`config.mk`:
```
export PLATFORM = sky130hd
export DESIGN_NAME = mac_out_collector
export DESIGN_NICKNAME = d
export VERILOG_FILES = /design/src/rtl/mac_out_collector_pkg.sv /design/src/rtl/mac_out_collector_chk.sv /design/src/rtl/mac_result_fifo.sv /design/src/rtl/mac_out_collector.sv
export SDC_FILE = /design/constraint.sdc
export NUM_CORES = 1
export LEC_CHECK = 0
export CORE_MARGIN = 2
export CORE_UTILIZATION = 51
export CTS_CLUSTER_SIZE = 12
export DETAILED_ROUTE_END_ITERATION = 12
export PLACE_DENSITY_LB_ADDON = 0.12
export SLEW_MARGIN = 30
export SYNTH_ARGS = -nofsm -noshare
export SYNTH_HDL_FRONTEND = slang
export SYNTH_HIERARCHICAL = 1
export SYNTH_SLANG_ARGS = --single-unit
```
`constraint.sdc`:
```
create_clock -name clk -period 3.11 [get_ports clk]
set_input_delay 0.622 -clock clk [delete_from_list [all_inputs] [get_ports clk]]
set_output_delay 0.622 -clock clk [all_outputs]
set_load 0.01 [all_outputs]
```
`src/rtl/mac_out_collector_pkg.sv`:
```
// mac_out_collector_pkg -- shared constants for the MAC result collector.
//
// Carries the mac_const constants: `MAC_INT_WIDTH (MAC block C width),
// the default FIFO depth and the egress width bounds. This file is
// compiled first so the macro is visible to every later file.
// Optional feature macro used by this slice: MAC_OUT_SAT_EN.

`ifndef MAC_CONST_VH
`define MAC_CONST_VH
`define MAC_INT_WIDTH 32
`endif

package mac_out_collector_pkg;

    localparam int MAC_DEFAULT_DEPTH     = 4;
    localparam int MAC_DEFAULT_OUT_WIDTH = 16;
    localparam int MAC_MIN_OUT_WIDTH     = 1;
    localparam int MAC_MAX_OUT_WIDTH     = `MAC_INT_WIDTH;

endpackage

```
`src/rtl/mac_out_collector_chk.sv`:
```
// mac_out_collector_chk -- protocol checker for mac_out_collector.
//
// Ports: clk, rst (active-low), capture (word written to FIFO this cycle),
// level (FIFO occupancy), mac_c (raw MAC result), word (narrowed word).
// Honours MAC_OUT_SAT_EN for the narrowing rule.

module mac_out_collector_chk #(
    parameter int  DEPTH     = 4,
    parameter int  OUT_WIDTH = 16,
    localparam int LW        = $clog2(DEPTH) + 1
) (
    input logic                      clk,
    input logic                      rst,
    input logic                      capture,
    input logic [LW-1:0]             level,
    input logic [`MAC_INT_WIDTH-1:0] mac_c,
    input logic [OUT_WIDTH-1:0]      word
);

    logic over_s;

    assign over_s = ((mac_c >> OUT_WIDTH) != '0);

    // The credit check must make a capture into a full FIFO impossible.
    a_no_overflow: assert property (@(posedge clk) disable iff (!rst)
        !(capture && (level == LW'(DEPTH))));

`ifdef MAC_OUT_SAT_EN
    a_narrow: assert property (@(posedge clk) disable iff (!rst)
        capture |-> (word == (over_s ? {OUT_WIDTH{1'b1}} : mac_c[OUT_WIDTH-1:0])));
`else
    a_narrow: assert property (@(posedge clk) disable iff (!rst)
        capture |-> (word == mac_c[OUT_WIDTH-1:0]));
    c_truncated: cover property (@(posedge clk) disable iff (!rst)
        capture && over_s);
`endif

endmodule

```
`src/rtl/mac_result_fifo.sv`:
```
// mac_result_fifo -- result FIFO for the MAC output collector.
//
// Ports:
//   clk, rst           clock, asynchronous active-low reset
//   flush              synchronous clear; wins over push and pop
//   push, push_data    write one word (caller guarantees not full)
//   pop                remove head (ignored while empty)
//   head_valid         FIFO holds at least one word
//   head_data          head word, 0 while empty
//   level              occupancy, 0..DEPTH

module mac_result_fifo
    import mac_out_collector_pkg::*;
#(
    parameter int  DEPTH     = MAC_DEFAULT_DEPTH,
    parameter int  OUT_WIDTH = MAC_DEFAULT_OUT_WIDTH,
    localparam int PW        = $clog2(DEPTH),
    localparam int LW        = PW + 1
) (
    input  logic                 clk,
    input  logic                 rst,
    input  logic                 flush,
    input  logic                 push,
    input  logic [OUT_WIDTH-1:0] push_data,
    input  logic                 pop,
    output logic                 head_valid,
    output logic [OUT_WIDTH-1:0] head_data,
    output logic [LW-1:0]        level
);

    logic [OUT_WIDTH-1:0] mem_q [DEPTH];
    logic [PW-1:0]        wr_ptr_q, wr_ptr_d;
    logic [PW-1:0]        rd_ptr_q, rd_ptr_d;
    logic [LW-1:0]        level_q, level_d;
    logic                 do_push_s, do_pop_s;

    function automatic logic [PW-1:0] ptr_next(input logic [PW-1:0] p);
        if (p == PW'(DEPTH - 1)) begin
            return '0;
        end else begin
            return p + PW'(1);
        end
    endfunction

    // Qualify push/pop: flush wins, and pop needs a word to remove.
    always_comb begin
        do_push_s = push & ~flush;
        do_pop_s  = pop & ~flush & (level_q != '0);
    end

    // Pointer and occupancy next-state.
    always_comb begin
        wr_ptr_d = wr_ptr_q;
        rd_ptr_d = rd_ptr_q;
        level_d  = level_q;
        if (flush) begin
            wr_ptr_d = '0;
            rd_ptr_d = '0;
            level_d  = '0;
        end else begin
            if (do_push_s) begin
                wr_ptr_d = ptr_next(wr_ptr_q);
            end else begin
                wr_ptr_d = wr_ptr_q;
            end
            if (do_pop_s) begin
                rd_ptr_d = ptr_next(rd_ptr_q);
            end else begin
                rd_ptr_d = rd_ptr_q;
            end
            case ({do_push_s, do_pop_s})
                2'b10:   level_d = level_q + LW'(1);
                2'b01:   level_d = level_q - LW'(1);
                default: level_d = level_q;
            endcase
        end
    end

    // Pointer and occupancy registers.
    always_ff @(posedge clk or negedge rst) begin
        if (!rst) begin
            wr_ptr_q <= '0;
            rd_ptr_q <= '0;
            level_q  <= '0;
        end else begin
            wr_ptr_q <= wr_ptr_d;
            rd_ptr_q <= rd_ptr_d;
            level_q  <= level_d;
        end
    end

    // Storage; contents only matter while counted in level_q.
    always_ff @(posedge clk) begin
        if (do_push_s) begin
            mem_q[wr_ptr_q] <= push_data;
        end
    end

    // Head is masked while empty so stale words never leak out.
    assign head_valid = (level_q != '0);
    assign head_data  = head_valid ? mem_q[rd_ptr_q] : '0;
    assign level      = level_q;

endmodule

```
`src/rtl/mac_out_collector.sv`:
```
// mac_out_collector -- collects MAC results into a credit-checked FIFO.
//
// An accepted issue sets a one-bit in-flight flag; the MAC result on mac_c
// is captured one cycle later. issue_ready only grants when the FIFO has a
// slot for every result already buffered or in flight, so the FIFO can
// never overflow.
//
// Ports:
//   clk, rst              clock, asynchronous active-low reset
//   issue_valid/ready     issue handshake; mac_en = issue_valid & issue_ready
//   mac_c                 MAC block C output (`MAC_INT_WIDTH bits, unsigned)
//   flush                 synchronous clear of FIFO, in-flight state, ovf
//   out_valid/ready/data  egress handshake, OUT_WIDTH-bit head word
//   ovf                   sticky saturation flag
//   level                 FIFO occupancy
// Config: define MAC_OUT_SAT_EN to saturate wide results (and flag ovf);
// otherwise results are truncated and ovf is 0.

module mac_out_collector
    import mac_out_collector_pkg::*;
#(
    parameter int  DEPTH     = MAC_DEFAULT_DEPTH,
    parameter int  OUT_WIDTH = MAC_DEFAULT_OUT_WIDTH,
    localparam int LW        = $clog2(DEPTH) + 1,
    localparam int CW        = LW + 1
) (
    input  logic                      clk,
    input  logic                      rst,
    input  logic                      issue_valid,
    output logic                      issue_ready,
    output logic                      mac_en,
    input  logic [`MAC_INT_WIDTH-1:0] mac_c,
    input  logic                      flush,
    output logic                      out_valid,
    input  logic                      out_ready,
    output logic [OUT_WIDTH-1:0]      out_data,
    output logic                      ovf,
    output logic [LW-1:0]             level
);

    logic                 run_q, run_d;
    logic                 inflight_q, inflight_d;
    logic                 issue_fire_s, capture_s, pop_s;
    logic [CW-1:0]        credit_s;
    logic [OUT_WIDTH-1:0] word_s;

    // Credit check: grant only when buffered + in-flight leaves a free slot.
    // run_q keeps issue_ready low until the first edge after reset release.
    always_comb begin
        credit_s     = {1'b0, level} + {{LW{1'b0}}, inflight_q};
        issue_ready  = run_q & ~flush & (credit_s < CW'(DEPTH));
        issue_fire_s = issue_valid & issue_ready;
        capture_s    = inflight_q & ~flush;
        pop_s        = out_valid & out_ready;
    end

    assign mac_en = issue_fire_s;

    // In-flight and run next-state; flush drops any pending result.
    always_comb begin
        run_d = 1'b1;
        if (flush) begin
            inflight_d = 1'b0;
        end else begin
            inflight_d = issue_fire_s;
        end
    end

    // Control registers.
    always_ff @(posedge clk or negedge rst) begin
        if (!rst) begin
            run_q      <= 1'b0;
            inflight_q <= 1'b0;
        end else begin
            run_q      <= run_d;
            inflight_q <= inflight_d;
        end
    end

`ifdef MAC_OUT_SAT_EN
    logic over_s;
    logic ovf_q, ovf_d;

    // Saturating narrow: any bit above the egress width forces all-ones.
    always_comb begin
        over_s = ((mac_c >> OUT_WIDTH) != '0);
        if (over_s) begin
            word_s = {OUT_WIDTH{1'b1}};
        end else begin
            word_s = mac_c[OUT_WIDTH-1:0];
        end
    end

    // Sticky saturation flag, cleared only by flush or reset.
    always_comb begin
        if (flush) begin
            ovf_d = 1'b0;
        end else begin
            ovf_d = ovf_q | (capture_s & over_s);
        end
    end

    // Saturation flag register.
    always_ff @(posedge clk or negedge rst) begin
        if (!rst) begin
            ovf_q <= 1'b0;
        end else begin
            ovf_q <= ovf_d;
        end
    end

    assign ovf = ovf_q;
`else
    // Truncating narrow: keep the low egress bits, never flag.
    always_comb begin
        word_s = mac_c[OUT_WIDTH-1:0];
    end

    assign ovf = 1'b0;
`endif

    mac_result_fifo #(
        .DEPTH     (DEPTH),
        .OUT_WIDTH (OUT_WIDTH)
    ) u_fifo (
        .clk        (clk),
        .rst        (rst),
        .flush      (flush),
        .push       (capture_s),
        .push_data  (word_s),
        .pop        (pop_s),
        .head_valid (out_valid),
        .head_data  (out_data),
        .level      (level)
    );

    mac_out_collector_chk #(
        .DEPTH     (DEPTH),
        .OUT_WIDTH (OUT_WIDTH)
    ) u_chk (
        .clk     (clk),
        .rst     (rst),
        .capture (capture_s),
        .level   (level),
        .mac_c   (mac_c),
        .word    (word_s)
    );

endmodule

```
Word level (Yosys, flattened, before mapping):

Memories as Yosys holds them, arrays and structs flattened.
Index checks and enable logic that the tools add are counted.

* flip-flop bits (word level): 9
* latch bits: 0
* bits in writable memories: 64
* ROM bits: 0
* output and inout port bits: 23
* memories: 1

Memory list
* u_fifo.mem_q: depth 4, width 16, rd ports 1, clocked after Yosys merged registers in 0, wr ports 1, RTL line mac_result_fifo.sv:31 `logic [OUT_WIDTH-1:0] mem_q [DEPTH];`

* $add $sub $neg: 5
* multipliers: 0
* div/mod/pow operators: 0
* order comparisons: 1
* eq/ne operators: 4
* shift-type cells: 0
* mux-type cells: 12
* bitwise gates (word level): 9
* reduce and logical (&&, ||, !) cells: 4

Operators by type and width (count)
* $mux W16: 1
* $mux W2: 6
* $and A1 B1 Y1: 8
* $eq A2 B2 Y1 const B: 3
* $pmux W3 S2: 1
* $reduce_bool A3 Y1: 2
* $add A2 B1 Y2 const B: 2
* $add A3 B1 Y4: 1
* $lt A4 B3 Y1 const B: 1
* $reduce_bool A2 Y1: 2
* $add A3 B1 Y3 const B: 1
* $mux W1: 3
* $mux W3: 1
* $sub A3 B1 Y3 const B: 1
* $eq A2 B1 Y1 const B: 1
* $not A1 Y1: 1

Depth between registers and ports, before layout:

* depth after elaboration: 7
* depth in mapped cells: 10

Cells and area by module:

Netlist, hierarchy kept.

By module, submodules not included
* mac_result_fifo: instances 1, cells an instance 151, area each 2942.8 um2
* mac_out_collector: instances 1, cells an instance 12, area each 117.6 um2

Worst setup path before layout:

No wires, ideal clock.

* path type: register to register
* start: register u_fifo.level_q[0] (netlist: u_fifo/level[0])
* end: register u_fifo.level_q[1] (netlist: u_fifo/level[1])
* setup time: 0.082 ns
* arrival time: 2.571 ns
* data required time: 3.028 ns
* path slack: 0.457 ns
* stages on the path, launching flop included: 10
* buffers on the path: 2
* period minus slack after synthesis: 2.653 ns
* cell sequence: dfrtp_1 or3_1 clkbuf_1 buf_2 and2_1 o31ai_2 nor3_1 fa_1 or3b_1 a31oi_1

* longest elaborated chain between the ends: 7
* elaborated cells on any way between the ends: 11

Ends and longest elaborated chain
* start: declaration: RTL line mac_result_fifo.sv:34 `logic [LW-1:0] level_q, level_d;`
* start signal: assignment: RTL line mac_result_fifo.sv:88 `level_q <= level_d;`
* $reduce_bool A3 Y1 *: RTL line mac_result_fifo.sv:100 `assign head_valid = (level_q != '0);`
* net out_valid: RTL line mac_out_collector.sv:34 `output logic out_valid,`
* $and A1 B1 Y1 *: RTL line mac_out_collector.sv:54 `pop_s = out_valid & out_ready;`
* net pop_s: RTL line mac_out_collector.sv:43 `logic issue_fire_s, capture_s, pop_s;`
* $and A1 B1 Y1 * (2 in series): RTL line mac_result_fifo.sv:48 `do_pop_s = pop & ~flush & (level_q != '0);`
* $eq A2 B1 Y1 / $eq A2 B2 Y1 (equally long branches): RTL line mac_result_fifo.sv:71 `case ({do_push_s, do_pop_s})`
* $pmux W3 S2: RTL line mac_result_fifo.sv:71
* $mux W3: RTL line mac_result_fifo.sv:56 `if (flush) begin`

Mark *: on every way through the listed nets, which the timed path passes. The rest lies on a longest branch.
A chain may end at the register's enable or synchronous reset.

Worst setup path in the final report:

* start: register u_fifo.rd_ptr_q[0]
* end: output out_data[4]

* longest elaborated chain between the ends: 2

Ends and longest elaborated chain
* start: declaration: RTL line mac_result_fifo.sv:33 `logic [PW-1:0] rd_ptr_q, rd_ptr_d;`
* start signal: assignment: RTL line mac_result_fifo.sv:87 `rd_ptr_q <= rd_ptr_d;`
* $mem_v2 Z4 W16
* $mux W16: RTL line mac_result_fifo.sv:101 `assign head_data = head_valid ? mem_q[rd_ptr_q] : '0;`
* end: declaration: RTL line mac_out_collector.sv:36 `output logic [OUT_WIDTH-1:0] out_data,`

No other way between the ends.

==> results.md <==
- Clock Tree Root: clkbuf_8
- Commonest non-fill, non-tap cell in the layout: edfxtp_1
- Via density: 5.458
- Total track usage: 0.1854
- CP max stage delay: 0.60 ns
- Die Span X: 81.47 um
- Core ar.: 0.005851 mm^2
- CP Capture Type: output pin
- Pre-CTS setup slack: 0.3714 ns
- CTS clk-pin slew, worst paths: 0.07 ns
- Final TNS setup: 0 ns
- PnR worst setup slack: 0.3218 ns
- Critical Path Source Type: register
- Ant. Diodes: 0
- Distinct cell type count after synthesis: 35
- Outcome: completed
- CTS tree: yes
- Buffers & Inverters on Critical Path: 2
- Die Y: 81.47 um
- Mapped Cells: 163
- Clock buffer count from CTS: 9
- Hold Buf Count CTS: 0
- Layout Area Growth over Synthesis: 24.24%
- Post-synth EDFFs: 64
- Global route overflow: 0
- Final Util: 0.6499
- Fill cells: 412
- First-pass GRT wire length: 8.542 mm
- CP delay by family, top: buffers and inverters
- Deepest clock path buffer count: 2
- Routed vias: 1632
- Syn Area/Cell: 18.78 um^2
- Port bufs: 42
- Largest net degree at the start of global routing: 19
- Post-synthesis register bit count: 73
- Vias in the first global route: 1705
- Crit-path cells: buf_4 -> mux4_1 -> and2_1 -> clkdlybuf4s50_1
- Post-synth ARST share: 0.1233
- Yosys warnings: 6
- Routed wire length: 5.402 mm
- # IOs: 60
- Clock tree sinks: 73
- Crit path time final: 2.788 ns
- Initial Utilization: 0.5231
- Antenna Nets Post-Route: 0
- P per Cell Area: 483.2 mW/mm^2
- Syn nets: 205
- Initial antenna violation count: 0
- Residual DRC: 0
- Worst Setup Path Type: register to output pin
- Pleak: 1.317 nW
- Synth Flop Type: edfxtp_1
- Post-CTS Resized: 0
- Dpl hpwl: 3.696 mm
- Maximum VDD drop: 0.4341 mV
- Clk_skew: 0.005969 ns
- First-pass DRT Iterations: 6
- Hold Crit Class: primary input to async pin
- DRT iter0 DRCs: 73
- Reg area: 0.002147 mm^2
- Nets@finish: 261
- Final hold violation count: 0
- Final slew viol count: 0
- Main area contributors after synthesis: edfxtp_1 (63%), dfrtp_1 (7.4%), mux4_1 (6.9%)
- Die area: 0.006637 mm^2
- Drt wl/cell: 18.07 um
- Synth top area share: 0.6280
- Worst endpoint required time: 2.49 ns
- Max Clock Freq: 358.7 MHz
- Post-CTS Setup Inserts: 0
- Max Cap Viol: 0
- Skew-Pair Late Insertion Delay: 0.33 ns
- Sequential share of the synthesized area: 0.7016
- # setup viols final: 0
- Critical path data arrival time: 2.17 ns
- Cell Rows: 28
- # H-tree levels: 3
- Post-synth top area cell: edfxtp_1
- Area of the multi-input gates: 839.6 um^2
- Layout cells sized above 1: 0.1518
- Most frequent cells in the layout: edfxtp_1 (64), clkdlybuf4s50_1 (42), and2_1 (21), buf_4 (10)
- Final GP Congestion: 0.7479
- RSZ-0062 raised after global routing: no
- Final period utilization: 0.8965
- Maximum fanout along the worst path: 10
- Crit-path slowest cell: mux4_1
- Reg2Reg Setup Slack: 0.50 ns
- Synth Cell Area: 0.003060 mm^2
## through the flow
stage          cell area (um^2)  hold slack [ns]  std cells  total power [mW]
2_1_floorplan              3060           0.3264        163             1.123
3_3_place_gp               3623           0.5510        283             1.176
3_5_place_dp               3623           0.5667        283             1.180
4_1_cts                    3802           0.5861        299             1.855
5_1_grt                    3802           0.6084        299             1.907
6_report                   3802           0.5905        299             1.837
## worst reg2reg max path: stages (launching register included)
cell	delay [ns]
dfrtp_1	0.49
or3_1	0.40
and2_1	0.27
o31ai_2	0.18
nor3_1	0.11
fa_1	0.44
nor2_1	0.19
a31oi_1	0.11
a221oi_1	0.32
## path summary, 6_finish.rpt
path | startpoint | depth (start not counted) | endpoint
hold reg to reg | run_q$_DFF_PN0_ | 1 | inflight_q$_DFF_PN0_
min in group clk | run_q$_DFF_PN0_ | 1 | inflight_q$_DFF_PN0_
hold / removal | rst | 1 | u_fifo/rd_ptr_q[1]$_DFFE_PN0P_
max in group asynchronous | rst | 1 | u_fifo/wr_ptr_q[0]$_DFFE_PN0P_
setup reg to reg | u_fifo/level[0]$_DFFE_PN0P_ | 8 | u_fifo/level[2]$_DFFE_PN0P_
setup / recovery | u_fifo/rd_ptr_q[0]$_DFFE_PN0P_ | 4 | out_data[4]
## kinds of logic (layout without fill, tap and decap cells)
logic type,count (synthesis),count (layout),share of synthesized area
muxes,17,17,0.1308
and+or+nand+nor,41,41,0.08013
xor gates and xnor gates,5,5,0.01431
AOI/OAI and AO/OA,9,9,0.02371
DFF,73,73,0.7016
buffers and inverters,11,72,0.02412
other,2,2,0.002454
adders and majority gates,5,5,0.02290
## layout make-up
class / count / area share
clock buffers: 12 / 0.03554
clock inverters: 4 / 0.01152
inverters: 2 / 0.001974
multi-input cells: 79 / 0.2208
flip-flops and latches: 73 / 0.5647
well taps: 75 / 0.02468
repair buffers: 54 / 0.1408
## sequential cells by signal, summed over array words and instances, names as in the netlist
register	count
run_q	1
u_fifo/mem_q	64
u_fifo/level	3
inflight_q	1
u_fifo/rd_ptr_q	2
u_fifo/wr_ptr_q	2
## power breakdown
part,internal [mW],switching [mW]
sequential,1.07,0.00362
combinational,0.0484,0.0365
clock,0.366,0.312
## Yosys cell counts (2+ instances only)
cell type	number
nor2b_1	3
inv_1	2
xnor2_1	3
dfrtp_1	9
buf_2	4
a31oi_1	2
edfxtp_1	64
conb_1	2
mux4_2	8
nor2_1	8
ha_1	4
mux4_1	8
xor2_1	2
clkbuf_1	2
and2_1	21
and4b_1	2
## layer usage
metal  track usage  wire length [um]  part of all wire
met5             0                 0                 0
met4        0.1068                99             0.018
met3       0.04066               224             0.041
met2        0.3213              2848              0.53
met1        0.2123              2230              0.41
Power figures use the tool's default switching activity.
